==> src/rtl/ps2_pkg.sv <==
// Shared types and constants for the PS/2 keyboard receiver.
// Optional glitch filter on PS2_CLK is selected with PS2_GLITCH_FILTER_EN.
package ps2_pkg;

    localparam logic [7:0] PS2_EXT_PREFIX   = 8'hE0;
    localparam logic [7:0] PS2_BREAK_PREFIX = 8'hF0;

    typedef enum logic [1:0] {
        IDLE,
        RECV,
        CHECK
    } ps2_state_e;

    typedef struct packed {
        logic       ext;
        logic       brk;
        logic [7:0] code;
    } key_event_t;

    // bits[7:0] data, bits[8] parity, bits[9] stop
    function automatic logic frame_ok(input logic [9:0] bits);
        return (^bits[8:0]) & bits[9];
    endfunction

endpackage

==> src/rtl/ps2_event_fifo.sv <==
// Synchronous event FIFO with registered storage and combinational head read.
// Simultaneous push and pop while full are both accepted.
module ps2_event_fifo #(
    parameter int unsigned Depth = 8
) (
    input  logic       clk_i,
    input  logic       rst_i,
    input  logic       wr_en_i,
    input  logic [9:0] wr_data_i,
    input  logic       rd_en_i,
    output logic [9:0] rd_data_o,
    output logic       full_o,
    output logic       empty_o
);

    localparam int unsigned AW = $clog2(Depth);

    logic [9:0]    mem_q [Depth];
    logic [AW-1:0] wr_ptr_q, wr_ptr_d;
    logic [AW-1:0] rd_ptr_q, rd_ptr_d;
    logic [AW:0]   count_q, count_d;
    logic          wr_ok, rd_ok;

    assign full_o    = (count_q == (AW+1)'(Depth));
    assign empty_o   = (count_q == '0);
    assign rd_ok     = rd_en_i & ~empty_o;
    assign wr_ok     = wr_en_i & (~full_o | rd_ok);
    assign rd_data_o = mem_q[rd_ptr_q];

    always_comb begin
        wr_ptr_d = wr_ptr_q;
        rd_ptr_d = rd_ptr_q;
        count_d  = count_q;
        if (wr_ok) wr_ptr_d = wr_ptr_q + 1'b1;
        if (rd_ok) rd_ptr_d = rd_ptr_q + 1'b1;
        unique case ({wr_ok, rd_ok})
            2'b10:   count_d = count_q + 1'b1;
            2'b01:   count_d = count_q - 1'b1;
            default: count_d = count_q;
        endcase
    end

    always_ff @(posedge clk_i) begin
        if (rst_i) begin
            wr_ptr_q <= '0;
            rd_ptr_q <= '0;
            count_q  <= '0;
        end else begin
            wr_ptr_q <= wr_ptr_d;
            rd_ptr_q <= rd_ptr_d;
            count_q  <= count_d;
        end
    end

    always_ff @(posedge clk_i) begin
        if (wr_ok) mem_q[wr_ptr_q] <= wr_data_i;
    end

endmodule

==> src/rtl/ps2_keyboard_rx.sv <==
// PS/2 device-to-host receiver: deframes 11-bit frames, folds E0/F0 prefixes into
// key events and queues them. Define PS2_GLITCH_FILTER_EN to filter PS2_CLK.
module ps2_keyboard_rx
    import ps2_pkg::*;
#(
    parameter int unsigned FIFO_DEPTH     = 8,
    parameter int unsigned TIMEOUT_CYCLES = 6000,
    parameter int unsigned FILT_CYCLES    = 8
) (
    input  logic       CLOCK_50,
    input  logic       reset,
    input  logic       PS2_CLK,
    input  logic       PS2_DAT,
    output logic       key_valid,
    input  logic       key_ready,
    output logic [7:0] key_code,
    output logic       key_ext,
    output logic       key_break,
    output logic       frame_err,
    output logic       overflow
);

    localparam int unsigned TmoW = $clog2(TIMEOUT_CYCLES + 1);

    logic clk_meta_q, clk_sync_q, dat_meta_q, dat_sync_q;
    logic clk_level, clk_prev_q, fall;

    always_ff @(posedge CLOCK_50) begin
        if (reset) begin
            clk_meta_q <= 1'b1;
            clk_sync_q <= 1'b1;
            dat_meta_q <= 1'b1;
            dat_sync_q <= 1'b1;
        end else begin
            clk_meta_q <= PS2_CLK;
            clk_sync_q <= clk_meta_q;
            dat_meta_q <= PS2_DAT;
            dat_sync_q <= dat_meta_q;
        end
    end

`ifdef PS2_GLITCH_FILTER_EN
    localparam int unsigned FiltW = $clog2(FILT_CYCLES + 1);

    logic             filt_q, filt_d;
    logic [FiltW-1:0] filt_cnt_q, filt_cnt_d;

    // Counts consecutive samples that disagree with the accepted level.
    always_comb begin
        filt_d     = filt_q;
        filt_cnt_d = '0;
        if (clk_sync_q != filt_q) begin
            if (filt_cnt_q == FiltW'(FILT_CYCLES - 1)) begin
                filt_d = clk_sync_q;
            end else begin
                filt_cnt_d = filt_cnt_q + 1'b1;
            end
        end
    end

    always_ff @(posedge CLOCK_50) begin
        if (reset) begin
            filt_q     <= 1'b1;
            filt_cnt_q <= '0;
        end else begin
            filt_q     <= filt_d;
            filt_cnt_q <= filt_cnt_d;
        end
    end

    assign clk_level = filt_q;
`else
    logic unused_filt;
    assign unused_filt = ^FILT_CYCLES;
    assign clk_level   = clk_sync_q;
`endif

    assign fall = clk_prev_q & ~clk_level;

    ps2_state_e    state_q, state_d;
    logic [3:0]    bitcnt_q, bitcnt_d;
    logic [9:0]    shift_q, shift_d;
    logic [TmoW-1:0] tmo_q, tmo_d;
    logic          ext_q, ext_d, brk_q, brk_d;
    logic          frame_err_q, overflow_q, overflow_d;
    logic          timeout, push, err;
    key_event_t    push_ev, head_ev;
    logic [9:0]    head_raw;
    logic          fifo_full, fifo_empty, pop;

    assign timeout = (tmo_q == TmoW'(TIMEOUT_CYCLES));

    always_ff @(posedge CLOCK_50) begin
        if (reset) begin
            state_q     <= IDLE;
            clk_prev_q  <= 1'b1;
            bitcnt_q    <= '0;
            shift_q     <= '0;
            tmo_q       <= '0;
            ext_q       <= 1'b0;
            brk_q       <= 1'b0;
            frame_err_q <= 1'b0;
            overflow_q  <= 1'b0;
        end else begin
            state_q     <= state_d;
            clk_prev_q  <= clk_level;
            bitcnt_q    <= bitcnt_d;
            shift_q     <= shift_d;
            tmo_q       <= tmo_d;
            ext_q       <= ext_d;
            brk_q       <= brk_d;
            frame_err_q <= err;
            overflow_q  <= overflow_d;
        end
    end

    always_comb begin
        state_d = state_q;
        unique case (state_q)
            IDLE:    if (fall && !dat_sync_q) state_d = RECV;
            RECV: begin
                if (fall && bitcnt_q == 4'd10) state_d = CHECK;
                else if (!fall && timeout)     state_d = IDLE;
            end
            CHECK:   state_d = IDLE;
            default: state_d = IDLE;
        endcase
    end

    always_comb begin
        bitcnt_d = bitcnt_q;
        shift_d  = shift_q;
        tmo_d    = tmo_q;
        ext_d    = ext_q;
        brk_d    = brk_q;
        push     = 1'b0;
        err      = 1'b0;
        push_ev  = '{ext: ext_q, brk: brk_q, code: shift_q[7:0]};
        unique case (state_q)
            IDLE: begin
                tmo_d = '0;
                if (fall) begin
                    if (!dat_sync_q) bitcnt_d = 4'd1;
                    else             err      = 1'b1;
                end
            end
            RECV: begin
                if (fall) begin
                    shift_d  = {dat_sync_q, shift_q[9:1]};
                    bitcnt_d = bitcnt_q + 1'b1;
                    tmo_d    = '0;
                end else if (timeout) begin
                    err = 1'b1;
                end else begin
                    tmo_d = tmo_q + 1'b1;
                end
            end
            CHECK: begin
                if (!frame_ok(shift_q)) begin
                    err   = 1'b1;
                    ext_d = 1'b0;
                    brk_d = 1'b0;
                end else if (shift_q[7:0] == PS2_EXT_PREFIX) begin
                    ext_d = 1'b1;
                end else if (shift_q[7:0] == PS2_BREAK_PREFIX) begin
                    brk_d = 1'b1;
                end else begin
                    push  = 1'b1;
                    ext_d = 1'b0;
                    brk_d = 1'b0;
                end
            end
            default: ;
        endcase
    end

    assign pop        = key_valid & key_ready;
    assign overflow_d = overflow_q | (push & fifo_full & ~pop);

    ps2_event_fifo #(
        .Depth(FIFO_DEPTH)
    ) u_fifo (
        .clk_i    (CLOCK_50),
        .rst_i    (reset),
        .wr_en_i  (push),
        .wr_data_i(push_ev),
        .rd_en_i  (pop),
        .rd_data_o(head_raw),
        .full_o   (fifo_full),
        .empty_o  (fifo_empty)
    );

    assign head_ev   = key_event_t'(head_raw);
    assign key_valid = ~fifo_empty;
    // Head fields are masked so the outputs read zero while nothing is queued.
    assign key_code  = key_valid ? head_ev.code : 8'h00;
    assign key_ext   = key_valid & head_ev.ext;
    assign key_break = key_valid & head_ev.brk;
    assign frame_err = frame_err_q;
    assign overflow  = overflow_q;

endmodule

==> config.mk <==
export PLATFORM = sky130hd
export DESIGN_NAME = ps2_keyboard_rx
export DESIGN_NICKNAME = d
export VERILOG_FILES = /design/src/rtl/ps2_pkg.sv /design/src/rtl/ps2_event_fifo.sv /design/src/rtl/ps2_keyboard_rx.sv
export SDC_FILE = /design/constraint.sdc
export NUM_CORES = 1
export LEC_CHECK = 0
export ABC_CLOCK_PERIOD_IN_PS = 3200
export CORE_MARGIN = 5
export CORE_UTILIZATION = 55
export DETAILED_ROUTE_END_ITERATION = 7
export GPL_TIMING_DRIVEN = 0
export PLACE_DENSITY = 0.86
export SLEW_MARGIN = 20
export SYNTH_ARGS = -nofsm -noshare
export SYNTH_HDL_FRONTEND = slang
export SYNTH_SLANG_ARGS = --single-unit
==> constraint.sdc <==
create_clock -name CLOCK_50 -period 3.2 [get_ports CLOCK_50]
set_input_delay 0.48 -clock CLOCK_50 [delete_from_list [all_inputs] [get_ports CLOCK_50]]
set_output_delay 0.48 -clock CLOCK_50 [all_outputs]
set_load 0.01 [all_outputs]
Word-level counts from Yosys, hierarchy flattened

Memory sizes are Yosys's and may differ from the RTL's. A register that Yosys moved wholly into a read port is not among the register bits.
Cells that the tools add are included.
Widths: inputs -> output; s select.

Add/sub/neg operators: 6
Equal/unequal tests: 17
Muxes and demuxes: 33
Bitwise logic cells: 15
Reduce and logical (&&, ||, !) cells: 16

Operators with widths:

| operator              | count |
|---|---|
| $mux 13               | 2 |
| $pmux 13 s2           | 1 |
| $mux 1                | 17 |
| $eq 8x8->1 const B    | 2 |
| $pmux 4 s2            | 2 |
| $add 13x1->13 const B | 1 |
| $eq 13x13->1 const B  | 1 |
| $mux 4                | 3 |
| $ne 2x2->1 const B    | 5 |
| $reduce_and 2->1      | 5 |
| $and 1x1->1           | 9 |
| $ne 3x3->1 const B    | 3 |
| $reduce_xor 9->1      | 1 |
| $add 4x1->4 const B   | 2 |
| $eq 4x4->1 const B    | 2 |
| $mux 8                | 1 |
| $add 3x1->3 const B   | 2 |
| $mux 2                | 3 |
| $mux 3                | 2 |
| $eq 2x1->1 const B    | 2 |
| $eq 2x2->1 const B    | 2 |
| $logic_not 4->1       | 1 |
| $not 1->1             | 4 |
| $pmux 2 s2            | 1 |
| 8 further kinds       | 13 |

Register bits after elaboration: 48
RAM bits: 80
Input port bits: 5
Output and inout bits: 13
Word-level logic and storage cells: 104
Memories: 1

Memories:

| memory       | depth | width | rd ports | clocked after memory_dff | wr ports | RTL line             | RTL |
|---|---|---|---|---|---|---|---|
| u_fifo.mem_q | 8     | 10    | 1        | 1                        | 1        | ps2_event_fifo.sv:18 | `logic [9:0] mem_q [Depth];` |

Logic depth before layout (Yosys ltp)

Depth after elaboration: 8
Gate-level depth with buffers: 13
Mapped depth without buffers: 13

Cells and area by module

A second synthesis with hierarchy kept.

Cells, all modules: 419
Area total of the unflattened synthesis: 5660.4 µm²

By module, submodules not included:

| module          | times used | cells an instance | area an instance (µm²) | sequential area each (µm²) |
|---|---|---|---|---|
| ps2_event_fifo  | 1          | 198               | 3736.1                 | 2662.6 |
| ps2_keyboard_rx | 1          | 221               | 1924.3                 | 760.7 |

Least setup slack after synthesis

No wires, ideal clock.

Kind: register to register
Start point: register shift_q[7]
End point: memory u_fifo.mem_q[4][0], enable pin
Library setup time: 0.392 ns
Arrival time: 2.594 ns
Required time: 2.808 ns
Slack: 0.214 ns
Stages on the path, launching flop included: 7
Path buffers: 0
Clock period less this slack: 2.986 ns
Path through: dfxtp_1 ha_1 xnor3_1 xnor2_1 nor3_2 nand2b_1 nor3b_1

Cells in the longest elaborated chain, start to end: 8
Elaborated cells on any way between the ends: 11
Those cells by class: eq/ne: 2; mux: 6; bitwise: 2; reduce/logical: 1

RTL lines:

| element                        | RTL line               | RTL |
|---|---|---|
| start, declared                | ps2_keyboard_rx.sv:82  | `logic [9:0] shift_q, shift_d;` |
| start signal, assigned         | ps2_keyboard_rx.sv:108 | `shift_q <= shift_d;` |
| $eq 8x8->1                     | ps2_keyboard_rx.sv:165 | `end else if (shift_q[7:0] == PS2_BREAK_PREFIX) begin` |
| $mux 1                         | ps2_keyboard_rx.sv:165 |  |
| $mux 1                         | ps2_keyboard_rx.sv:163 | `end else if (shift_q[7:0] == PS2_EXT_PREFIX) begin` |
| $mux 1 *                       | ps2_keyboard_rx.sv:159 | `if (!frame_ok(shift_q)) begin` |
| $mux 1 *                       | ps2_keyboard_rx.sv:139 | `unique case (state_q)` |
| $and 1x1->1 *                  | ps2_event_fifo.sv:27   | `assign wr_ok = wr_en_i & (~full_o \| rd_ok);` |
| $mux 1 *                       | ps2_event_fifo.sv:56   | `if (wr_ok) mem_q[wr_ptr_q] <= wr_data_i;` |
| $mux 1 (not written as such) * | ps2_event_fifo.sv:56   |  |
| end, declared                  | ps2_event_fifo.sv:18   |  |

Every way passes the cells marked *; elsewhere a longest branch is shown, timed or not.

==> impl_metrics.py <==
metrics = {
    "hold_path": {
        "worstHoldPathCells": 1,
        "hp-start": "clk_meta_q",
        "hold_path_end": "clk_level",
        "hp-class": "flop to flop",
    },
    "critical_path": {
        "r2r_cells": 12,
        "crit_type": "flop to output port",
        "r2r_slack_ps": 150,
        "worst_setup_path_start_kind": "flop",
        "critPathArrivalTime_ps": 2580,
        "required_ps": 2720,
        "r2r_start": "shift_q[6]",
        "r2r_end": "u_fifo.count_q[2]",
        "crit_path_max_fanout": 10,
        "cp-end-kind": "output port",
    },
    "power": {
        "leakage_nw": 2.20,
        "peakVddDrop_v": 0.000365,
        "p_per_area_nw_per_um2": 565,
    },
    "route": {
        "drt_first_pass_iters": 5,
        "wl_per_cell_um": 18.5,
        "drc": 0,
        "drt_iter0_markers": 213,
        "vias": 3545,
        "viasPerCell": 5.80,
        "ant_nets": 0,
        "wl_mm": 11.3,
    },
    "clock_tree": {
        "root_buffer": "clkbuf_8",
        "cts_sinks": 131,
        "clk_pin_slew_ps": 60,
        "clk_latency_ps": 520,
        "numCtsBuffers": 17,
        "htreeDepth": 4,
        "cts_tree": "yes",
        "cts_buffer_depth": 2,
    },
    "yosys": {
        "synth_edf_count": 80,
        "yosys-top-cells-count": "edfxtp_1, dfxtp_1, nand2_1",
        "netlist.area_leader.share_pct": 43.3,
        "synth_area_um2": 5550,
        "synthArstFlopShare_pct": 0,
        "synthTopCellsByArea": "edfxtp_1, dfxtp_1, mux4_2",
        "synth.distinct_cells": 50,
        "yosys.area.top_type": "edfxtp_1",
        "yosysWarnings": 0,
        "synth.most_common_cell": "edfxtp_1",
        "avgSynthCellArea_um2": 13.1,
        "synth_fp_nets": 441,
        "synth-main-ff-cell": "edfxtp_1",
        "yosysSeqAreaShare_pct": 61.7,
        "ys_seq_elements": 131,
        "syn_inst": 422,
    },
    "layout": {
        "fin_nets": 484,
        "syn_to_final_growth_pct": 19.0,
        "final-seq-area_um2": 3440,
        "n_antenna_cell": 0,
        "multi_input_area_um2": 2000,
        "fill_cells": 707,
        "drive_gt1_share_pct": 20.3,
        "stdcell_area_um2": 6610,
    },
    "timing": {
        "tightest_slew_ps": 855,
        "fmax_ghz": 0.327,
        "slew_headroom_pct": 43.0,
        "fin_crit_sh_pct": 95.7,
        "setup_viol": 0,
        "final.setup.worst_slack_ps": 139,
        "fin_skew_ps": 8.83,
        "hold_viol_final": 0,
        "fin_setup_tns_ps": 0,
        "slew_viol_final": 0,
        "fin_crit_ps": 3060,
    },
    "place": {
        "port_buffers": 16,
        "dp_hpwl_mm": 7.11,
        "place.gp.congestion": 0.819,
        "postPlaceCellArea_um2": 5950,
        "dpl_worst_slack_ps": -273,
    },
    "flow_run": {
        "max-cap-violations": 0,
    },
    "global_routing": {
        "grt_pass1_wl_mm": 18.2,
        "grt_pass1_vias": 3559,
        "grt_max_degree": 17,
        "grt_overflow": 0,
        "antenna_found_initial": 0,
        "grtUsageTotal_pct": 18.9,
    },
    "floorplanning": {
        "ios": 18,
        "die_x_um": 110,
        "dieArea_um2": 12200,
        "initial_core_util_pct": 56.5,
        "core_area_um2": 9820,
        "die_y_um": 110,
        "rows": 36,
    },
    "outcome": {
        "outcome": "finished clean",
    },
}
==> power breakdown <==
group / total (mW) / switching, mW / internal [mW]
registers: 1.77 / 0.00203 / 1.77
logic: 0.0305 / 0.0188 / 0.0117
clock network: 1.93 / 0.738 / 1.19
==> metrics by stage <==
stage,util [%],total power [mW],hold WS [ps],cells
2_1_floorplan,-,1.83,389,422
3_3_place_gp,59.8,1.84,393,571
3_5_place_dp,60.6,1.84,408,577
4_1_cts,66.8,3.75,425,609
5_1_grt,67.3,3.83,440,611
6_report,67.3,3.73,421,611
==> timing repair <==
action	4_1_cts	5_1_grt
gates resized for setup	6	12
hold buffers	0	0
endpoints found under the hold margin	0	0
endpoints found under the setup margin	28	13
setup buffers	0	2
pin swaps	1	1
==> cells by family (layout without fill, tap and decap cells) <==
family,count (synthesis),after routing,synth area share [%]
AND/OR/NAND/NOR,138,138,13.0
flip-flops,131,131,61.7
AO/OA/AOI/OAI,59,59,6.58
buffers and inverters,36,92,3.09
multiplexers,33,33,10.5
adder cells (fa/ha/maj),14,14,3.16
XOR/XNOR,11,11,1.98
==> placed cells by master, fill, tap and decap left out, types with 4 or more instances in the layout <==
cell and count:
and3_1 4, buf_6 4, mux4_2 20, clkinvlp_4 4, nor3_1 4, clkbuf_1 12
a211oi_1 5, ha_1 14, inv_1 13, a21oi_1 29, o21ai_0 5, dfxtp_2 4
nand2b_1 10, nor2_1 30, xor2_1 7, clkbuf_16 16, nor3b_2 4, nand3_1 10
clkinv_4 4, buf_4 7, or2_2 5, nor4_1 4, edfxtp_1 80, nand4_1 4
a31oi_1 4, mux2i_1 13, dfxtp_1 44, nor2b_1 4, clkdlybuf4s50_1 16, nand2_1 38
==> routing by layer <==
metal	global-route usage, %	up-vias	routed length (µm)
met3	4.38	26	502
met5	0	-	0
li1	-	1659	-
met2	33.8	91	6070
met1	22.3	1769	4490
met4	6.65	0	217
==> flip-flops by register name, summed over array words and instances (netlist names), named ones only <==
name / cells
ext_q: 1
overflow: 1
tmo_q: 13
bitcnt_q: 4
clk_meta_q: 1
u_fifo.count_q: 4
frame_err: 1
u_fifo.mem_q: 80
u_fifo.rd_ptr_q: 3
brk_q: 1
clk_prev_q: 1
u_fifo.wr_ptr_q: 3
shift_q: 10
dat_sync_q: 1
state_q: 2
dat_meta_q: 1
clk_level: 1
==> worst max path at each step <==
stage | startpoint | end | slack (ps) | cells past startpoint
2_1_floorplan | shift_q[7] | u_fifo.mem_q[4][0] | 210 | 6
3_3_place_gp | shift_q[6] | u_fifo.mem_q[4][6] | -670 | 6
3_5_place_dp | shift_q[6] | u_fifo.mem_q[6][6] | -270 | 6
4_1_cts | shift_q[4] | u_fifo.count_q[2] | 30 | 13
5_1_grt | shift_q[5] | u_fifo.count_q[2] | -20 | 12
6_report | flop | key_code[5] | 140 | 5
==> area by class of cell <==
cell class,instances,share of cell area [%]
Sequential cell,131,52.1
Multi-Input combinational cell,255,30.3
Clock buffer,17,6.27
Timing Repair Buffer,24,3.39
Clock inverter,15,2.75
Tap cell,133,2.52
Buffer,23,1.93
Inverter,13,0.739
==> critical path: stages, from the launching register on <==
cell and delay (ps):
dfxtp_1 330, clkbuf_1 530, mux4_2 410, mux2i_1 230, nor2_1 70, clkdlybuf4s50_1 480
No activity file was read; power rests on OpenSTA's default activity.
